$ cat src/rtl/pcm_stream_scheduler.sv
// Frames buffered PCM samples as {sync|seq, MSB, LSB} byte triplets for a byte-wide UART,
// and interleaves single-byte status frames that report dropped samples.
module pcm_stream_scheduler #(
    parameter int         FIFO_DEPTH  = 4,
    parameter logic [3:0] SYNC_NIBBLE = 4'hA,
    parameter logic [3:0] STAT_NIBBLE = 4'h5
) (
    input  logic                          clk,
    input  logic                          rst_n,
    input  logic                          enable,
    input  logic [15:0]                   pcm_in,
    input  logic                          pcm_valid,
    input  logic                          status_req,
    output logic [7:0]                    tx_data,
    output logic                          tx_valid,
    input  logic                          tx_ready,
    output logic [$clog2(FIFO_DEPTH):0]   fifo_level,
    output logic                          overflow,
    output logic                          busy
);
    localparam int AW = $clog2(FIFO_DEPTH);
    localparam int LW = AW + 1;

    typedef enum logic [2:0] {IDLE, HDR, MSB, LSB, STAT} state_t;

    state_t          state;
    logic [15:0]     mem [FIFO_DEPTH];
    logic [AW-1:0]   wr_ptr;
    logic [AW-1:0]   rd_ptr;
    logic [15:0]     shadow;
    logic [3:0]      seq;
    logic [3:0]      drop_cnt;
    logic            status_pending;

    logic            full;
    logic            empty;
    logic            accept;
    logic            pop;
    logic            push;
    logic            drop;
    logic            stat_done;

    function automatic logic [3:0] sat_inc4(input logic [3:0] v);
        return (v == 4'hF) ? v : v + 4'd1;
    endfunction

    // A pop frees a slot in the same cycle, so a push at full is still accepted then.
    always_comb begin
        full      = (fifo_level == LW'(FIFO_DEPTH));
        empty     = (fifo_level == '0);
        accept    = tx_valid && tx_ready;
        pop       = (state == IDLE) && !status_pending && !empty;
        drop      = pcm_valid && enable && full && !pop;
        push      = pcm_valid && enable && (!full || pop);
        stat_done = accept && (state == STAT);
    end

    always_ff @(posedge clk) begin
        if (push) mem[wr_ptr] <= pcm_in;
        if (pop)  shadow <= mem[rd_ptr];
    end

    always_ff @(posedge clk or negedge rst_n) begin
        if (!rst_n) begin
            wr_ptr         <= '0;
            rd_ptr         <= '0;
            fifo_level     <= '0;
            drop_cnt       <= '0;
            overflow       <= 1'b0;
            status_pending <= 1'b0;
        end else begin
            if (push) wr_ptr <= wr_ptr + AW'(1);
            if (pop)  rd_ptr <= rd_ptr + AW'(1);
            fifo_level <= fifo_level + {{(LW-1){1'b0}}, push} - {{(LW-1){1'b0}}, pop};

            if (stat_done) begin
                drop_cnt <= {3'b000, drop};
                overflow <= drop;
            end else if (drop) begin
                drop_cnt <= sat_inc4(drop_cnt);
                overflow <= 1'b1;
            end

            if (stat_done)       status_pending <= 1'b0;
            else if (status_req) status_pending <= 1'b1;
        end
    end

    // Status frames are only launched from IDLE so a sample triplet is never split.
    always_ff @(posedge clk or negedge rst_n) begin
        if (!rst_n) begin
            state    <= IDLE;
            tx_data  <= '0;
            tx_valid <= 1'b0;
            busy     <= 1'b0;
            seq      <= '0;
        end else begin
            case (state)
                IDLE: begin
                    if (status_pending) begin
                        state    <= STAT;
                        tx_data  <= {STAT_NIBBLE, drop_cnt};
                        tx_valid <= 1'b1;
                        busy     <= 1'b1;
                    end else if (!empty) begin
                        state    <= HDR;
                        tx_data  <= {SYNC_NIBBLE, seq};
                        tx_valid <= 1'b1;
                        busy     <= 1'b1;
                    end
                end
                HDR: begin
                    if (accept) begin
                        state   <= MSB;
                        tx_data <= shadow[15:8];
                    end
                end
                MSB: begin
                    if (accept) begin
                        state   <= LSB;
                        tx_data <= shadow[7:0];
                    end
                end
                LSB: begin
                    if (accept) begin
                        state    <= IDLE;
                        tx_valid <= 1'b0;
                        busy     <= 1'b0;
                        seq      <= seq + 4'd1;
                    end
                end
                STAT: begin
                    if (accept) begin
                        state    <= IDLE;
                        tx_valid <= 1'b0;
                        busy     <= 1'b0;
                    end
                end
                default: begin
                    state    <= IDLE;
                    tx_valid <= 1'b0;
                    busy     <= 1'b0;
                end
            endcase
        end
    end
endmodule
$ cat config.mk
export PLATFORM = sky130hd
export DESIGN_NAME = pcm_stream_scheduler
export DESIGN_NICKNAME = d
export VERILOG_FILES = /design/src/rtl/pcm_stream_scheduler.sv
export SDC_FILE = /design/constraint.sdc
export NUM_CORES = 1
export LEC_CHECK = 0
export CORE_MARGIN = 2
export CORE_UTILIZATION = 30
export CTS_CLUSTER_SIZE = 40
export DETAILED_ROUTE_END_ITERATION = 16
export SKIP_LAST_GASP = 1
export SYNTH_ARGS = -nofsm -noshare
export SYNTH_HDL_FRONTEND = slang
export SYNTH_SLANG_ARGS = --single-unit
export TNS_END_PERCENT = 30
$ cat constraint.sdc
create_clock -name clk -period 3.6 [get_ports clk]
set_input_delay 1.08 -clock clk [delete_from_list [all_inputs] [get_ports clk]]
set_output_delay 1.08 -clock clk [all_outputs]
set_load 0.01 [all_outputs]
* Word level (Yosys, flattened, before mapping) *
Memories as Yosys holds them, arrays and structs flattened. A register that Yosys moved wholly into a read port is not among the register bits.
Index checks and enable logic that the tools add are counted.

word-level totals
  register bits = 29
  bits in writable memories = 64
  input bits = 22
  output and inout bits = 14
  word-level logic and storage cells = 78
  memories kept = 1

operators by class
  add/sub/neg operators = 6
  equality and inequality tests = 11
  muxes and demuxes = 24
  bitwise operators = 1
  reductions and logical operators = 25

memories
  memory  depth  bits a word  read ports  clocked after memory_dff  write ports  RTL line  source
  mem     4      16           1           1                         1            27        logic [15:0] mem [FIFO_DEPTH];

operators by type and width
  cell                 count
  $mux 8               4
  $pmux 8 s3           1
  $mux 3               5
  $mux 4               3
  $pmux 3 s4           1
  $mux 1               9
  $add 4x1->4 const B  2
  $logic_and 1x1->1    8
  $reduce_and 4->1     2
  $eq 3x2->1 const B   2
  $eq 3x3->1 const B   2
  $logic_not 3->1      2
  $ne 2x2->1 const B   3
  $add 2x1->2 const B  2
  $eq 4x4->1 const B   1
  $logic_not 1->1      4
  $reduce_and 2->1     2
  $reduce_bool 2->1    2
  $reduce_or 2->1      2
  $add 3x1->3          1
  $eq 3x1->1 const B   1
  $ne 3x3->1 const B   1
  $pmux 1 s3           1
  $reduce_and 3->1     1
  5 further kinds      5

* Depth between registers and ports, before layout *
  word-level depth = 7
  mapped depth = 10
  depth with buffers taken out = 9

* Least setup slack after synthesis *
Ideal clock, no wire load.

  kind = in2reg
  start = in pcm_valid
  end = reg fifo_level[2]
  setup time = 0.123 ns
  arrival time = 2.582 ns
  required time = 3.477 ns
  path slack = 0.895 ns
  cell stages on the path = 9
  buffers on the path = 0
  path through = nand2_1 > a31oi_4 > inv_1 > ha_1 > inv_1 > ha_1 > fa_1 > xnor2_1 > xnor2_1

between the ends
  word-level cells in the longest chain between the ends = 4

RTL lines
  element                          RTL line  source
  start, declared                  12        input logic pcm_valid,
  $logic_and 1x1->1 (2 in series)  54        push = pcm_valid && enable && (!full || pop);
  $add 3x1->3                      74        fifo_level <= fifo_level + {{(LW-1){1'b0}}, push} - {{(LW-1){1'b0}}, pop};
  $sub 3x1->3                      74
  end signal, assigned             74
  end, declared                    17        output logic [$clog2(FIFO_DEPTH):0] fifo_level,

No other way between the ends.
A chain may end at the register's enable or synchronous reset.

* Final worst setup path *
Ends and elaborated chain as after synthesis.

==> out/qor.csv <==
metric,value,unit
max_cap viols,0,
crit end category,register,
Final Hold Vio Count,0,
"commonest non-fill, non-tap cell in the layout",edfxtp_1,
die height,126,um
H-tree depth,3,
syn_area_per_cell,17.5,um2
Design Power,3.84,mW
hpwl dp,5080,um
Starting Density,30.7,%
# placed instances,473,
Post-Synthesis Cells,257,
CTS tree,built,
cts hold-fix bufs,0,
Worst EP required,3.83,ns
Placed Area,5060,um2
postcts setup bufs,0,
Post-synth EDFFs,80,
Die W,126,um
power per cell area,722,nW/um2
io pins,36,
Hold Path Class,reg -> reg,
most frequent cells in the layout,"80 x edfxtp_1, 35 x clkdlybuf4s50_1, 29 x dfrtp_1, 16 x mux4_2, 10 x nor2_1",
main combinational cell family by area after synthesis,multiplexers,
crit start category,primary input,
Setup TNS Final,0,ns
Clock Power Share,23.4,%
"Cell Area, Synth",4490,um2
area share of the largest cell type after synthesis,53.6,%
peak supply drop,0.000349,V
sequential share of power,49.0,%
worst setup path class,in -> reg,
Synth warnings,0,
clk sink count,109,
beginning of the critical path,pcm_valid,
distinct cell type count of the synthesized netlist,46,
DR iter-0 viols,90,
IO Port Bufs,35,
DRT antenna net count,0,
final setup vio count,0,
CTS Root Cell,clkbuf_16,
ordered list of cells on the worst path,clkdlybuf4s50_1 > nand2_1 > a31oi_4 > inv_1 > ha_1 > inv_1 > ha_1 > fa_1 > xnor2_1 > xnor2_1,
hold endpoint,seq[3],
Period minus WS final,2.94,ns
Routed wire per std cell,15.8,um
hold path depth,1,
leakage,1.91,nW
initial antenna violation count,0,
Yosys reg bits,109,
n_diodes,0,
Syn-to-layout area delta,18.7,%
setup ws final,0.665,ns
worst slew pin tran,1.14,ns
GRT Total Usage,10.6,%
Worst-Skew Late Latency,0.35,ns
Core Footprint,14600,um2
Pre-antenna DRT Iters,4,
combinational fraction of design power,27.6,%
Main synth FF type,edfxtp_1,
adder-cell area share of the yosys netlist,2.68,%
total gr overflow,0,
Max Root-Sink Buffers,2,
Slew HR,24.2,%
final cell count without fillers,488,
pre-CTS WS,0.273,ns
fmax,0.341,GHz
Synth async-reset ratio,26.6,%
first-pass GRT wire length,12600,um
Layout Nets,331,
Worst EP arrival,3.17,ns
"slowest stage cell, crit path",clkdlybuf4s50_1,
Final Instance Area,5320,um2
fin. max-slew vios,0,
XOR/XNOR share of the synthesized area,1.95,%
worst-path fanout max,8,
Reg2Reg Depth,9,
Sw Share,29.8,%
largest net degree at the start of global routing,30,
post-synthesis sequential area ratio,69.7,%
period utilization,81.5,%
RSZ-0062 raised after global routing,false,
reg2reg end,fifo_level[2],
Max Clock Skew,0.00627,ns
R2R setup slack,0.88,ns
DRC Markers,0,
layout cell share with drive strength beyond 1,17.8,%
die area,15900,um2
internal power,2.70,mW
Sw Pwr,1.14,mW
Reg2Reg Launch Point,status_pending,
Crit path max-delay family,adder cells,
total detailed-routing wirelength,7720,um
mux share of post-synthesis cell area,12.1,%
vias per cell,4.60,
CP bufs+invs,3,
via count,2243,
num rows,44,
Post-Syn Nets,288,
min-delay src,seq[3],
cts repair resizes,0,
vias in the first global route,2376,
routability cong.,0.740,
CP max stage delay,0.45,ns
"Clk pin slew, worst setup/hold paths",0.07,ns
Num CTS Buffers,9,
status,"complete, no violations",
Synth Area in Compound Gates,5.80,%
synth top area cells,"edfxtp_1 54%, dfrtp_1 16%, mux4_2 8.0%",
biggest area consumer among synthesized cells,edfxtp_1,
Synth Area in Simple Gates,5.33,%
[logic make-up after synthesis]
group / count (synthesis)
AOI/OAI and AO/OA: 36
xor gates and xnor gates: 10
adders and majority gates: 9
buffers and inverters: 21
DFF: 109
muxes: 30
and+or+nand+nor: 42
[per-stage QoR]
stage / util, % / hold WS (ns)
final: 36.5 / 0.481
after global routing: 36.5 / 0.489
after CTS: 36.5 / 0.483
after detailed placement: 34.7 / 0.470
after global placement: 34.7 / 0.466
after floorplan: - / 0.445
[cell usage after synthesis (5+ instances only)]
master	count
edfxtp_1	80
dfrtp_1	29
mux4_2	16
nor2_1	10
inv_1	9
ha_1	8
mux2_4	8
nand2_1	8
o21ai_0	8
xnor2_1	7
buf_2	6
o22ai_1	6
a22oi_1	5
mux2i_1	5
[worst max-delay path by stage]
stage | to | slack [ns] | cells after the start
global placement | fifo_level[2] | 0.35 | 10
finish | fifo_level[2] | 0.66 | 10
floorplan | fifo_level[2] | 0.90 | 9
CTS | fifo_level[2] | 0.64 | 10
detailed placement | fifo_level[2] | 0.27 | 10
global route | fifo_level[2] | 0.44 | 10
[registers in the layout (all words and copies together) (netlist names), 2 cells and up]
| signal | flops |
|---|---|
| mem | 64 |
| shadow | 16 |
| tx_data | 8 |
| drop_cnt | 4 |
| seq | 4 |
| fifo_level | 3 |
| state | 3 |
| rd_ptr | 2 |
| wr_ptr | 2 |
[routing by layer]
metal / track usage, % / vias to the layer above / wire length, um
met5: 0 / - / 0
met4: 3.88 / 0 / 111
met3: 3.57 / 8 / 297
met2: 17.6 / 31 / 3800
met1: 12.8 / 1122 / 3510
li1: - / 1082 / -
[final cells by class]
class | instances | area [um2]
timing repair buffer | 44 | 418
clock inverter | 4 | 31.3
clock buffer | 11 | 233
multi-input combinational | 127 | 1250
fill | 1344 | 9270
sequential | 109 | 3130
tap | 184 | 230
inverter | 9 | 33.8
[power groups by stage]
stage / Combinational [mW] / Clock [mW] / Sequential (mW)
after floorplan: 0.820 / 0 / 1.79
after global placement: 1.06 / 0 / 1.92
after detailed placement: 1.08 / 0 / 1.92
after CTS: 1.08 / 0.932 / 1.89
after global routing: 1.18 / 0.979 / 1.92
final: 1.06 / 0.900 / 1.88
Power figures use the tool's default switching activity.
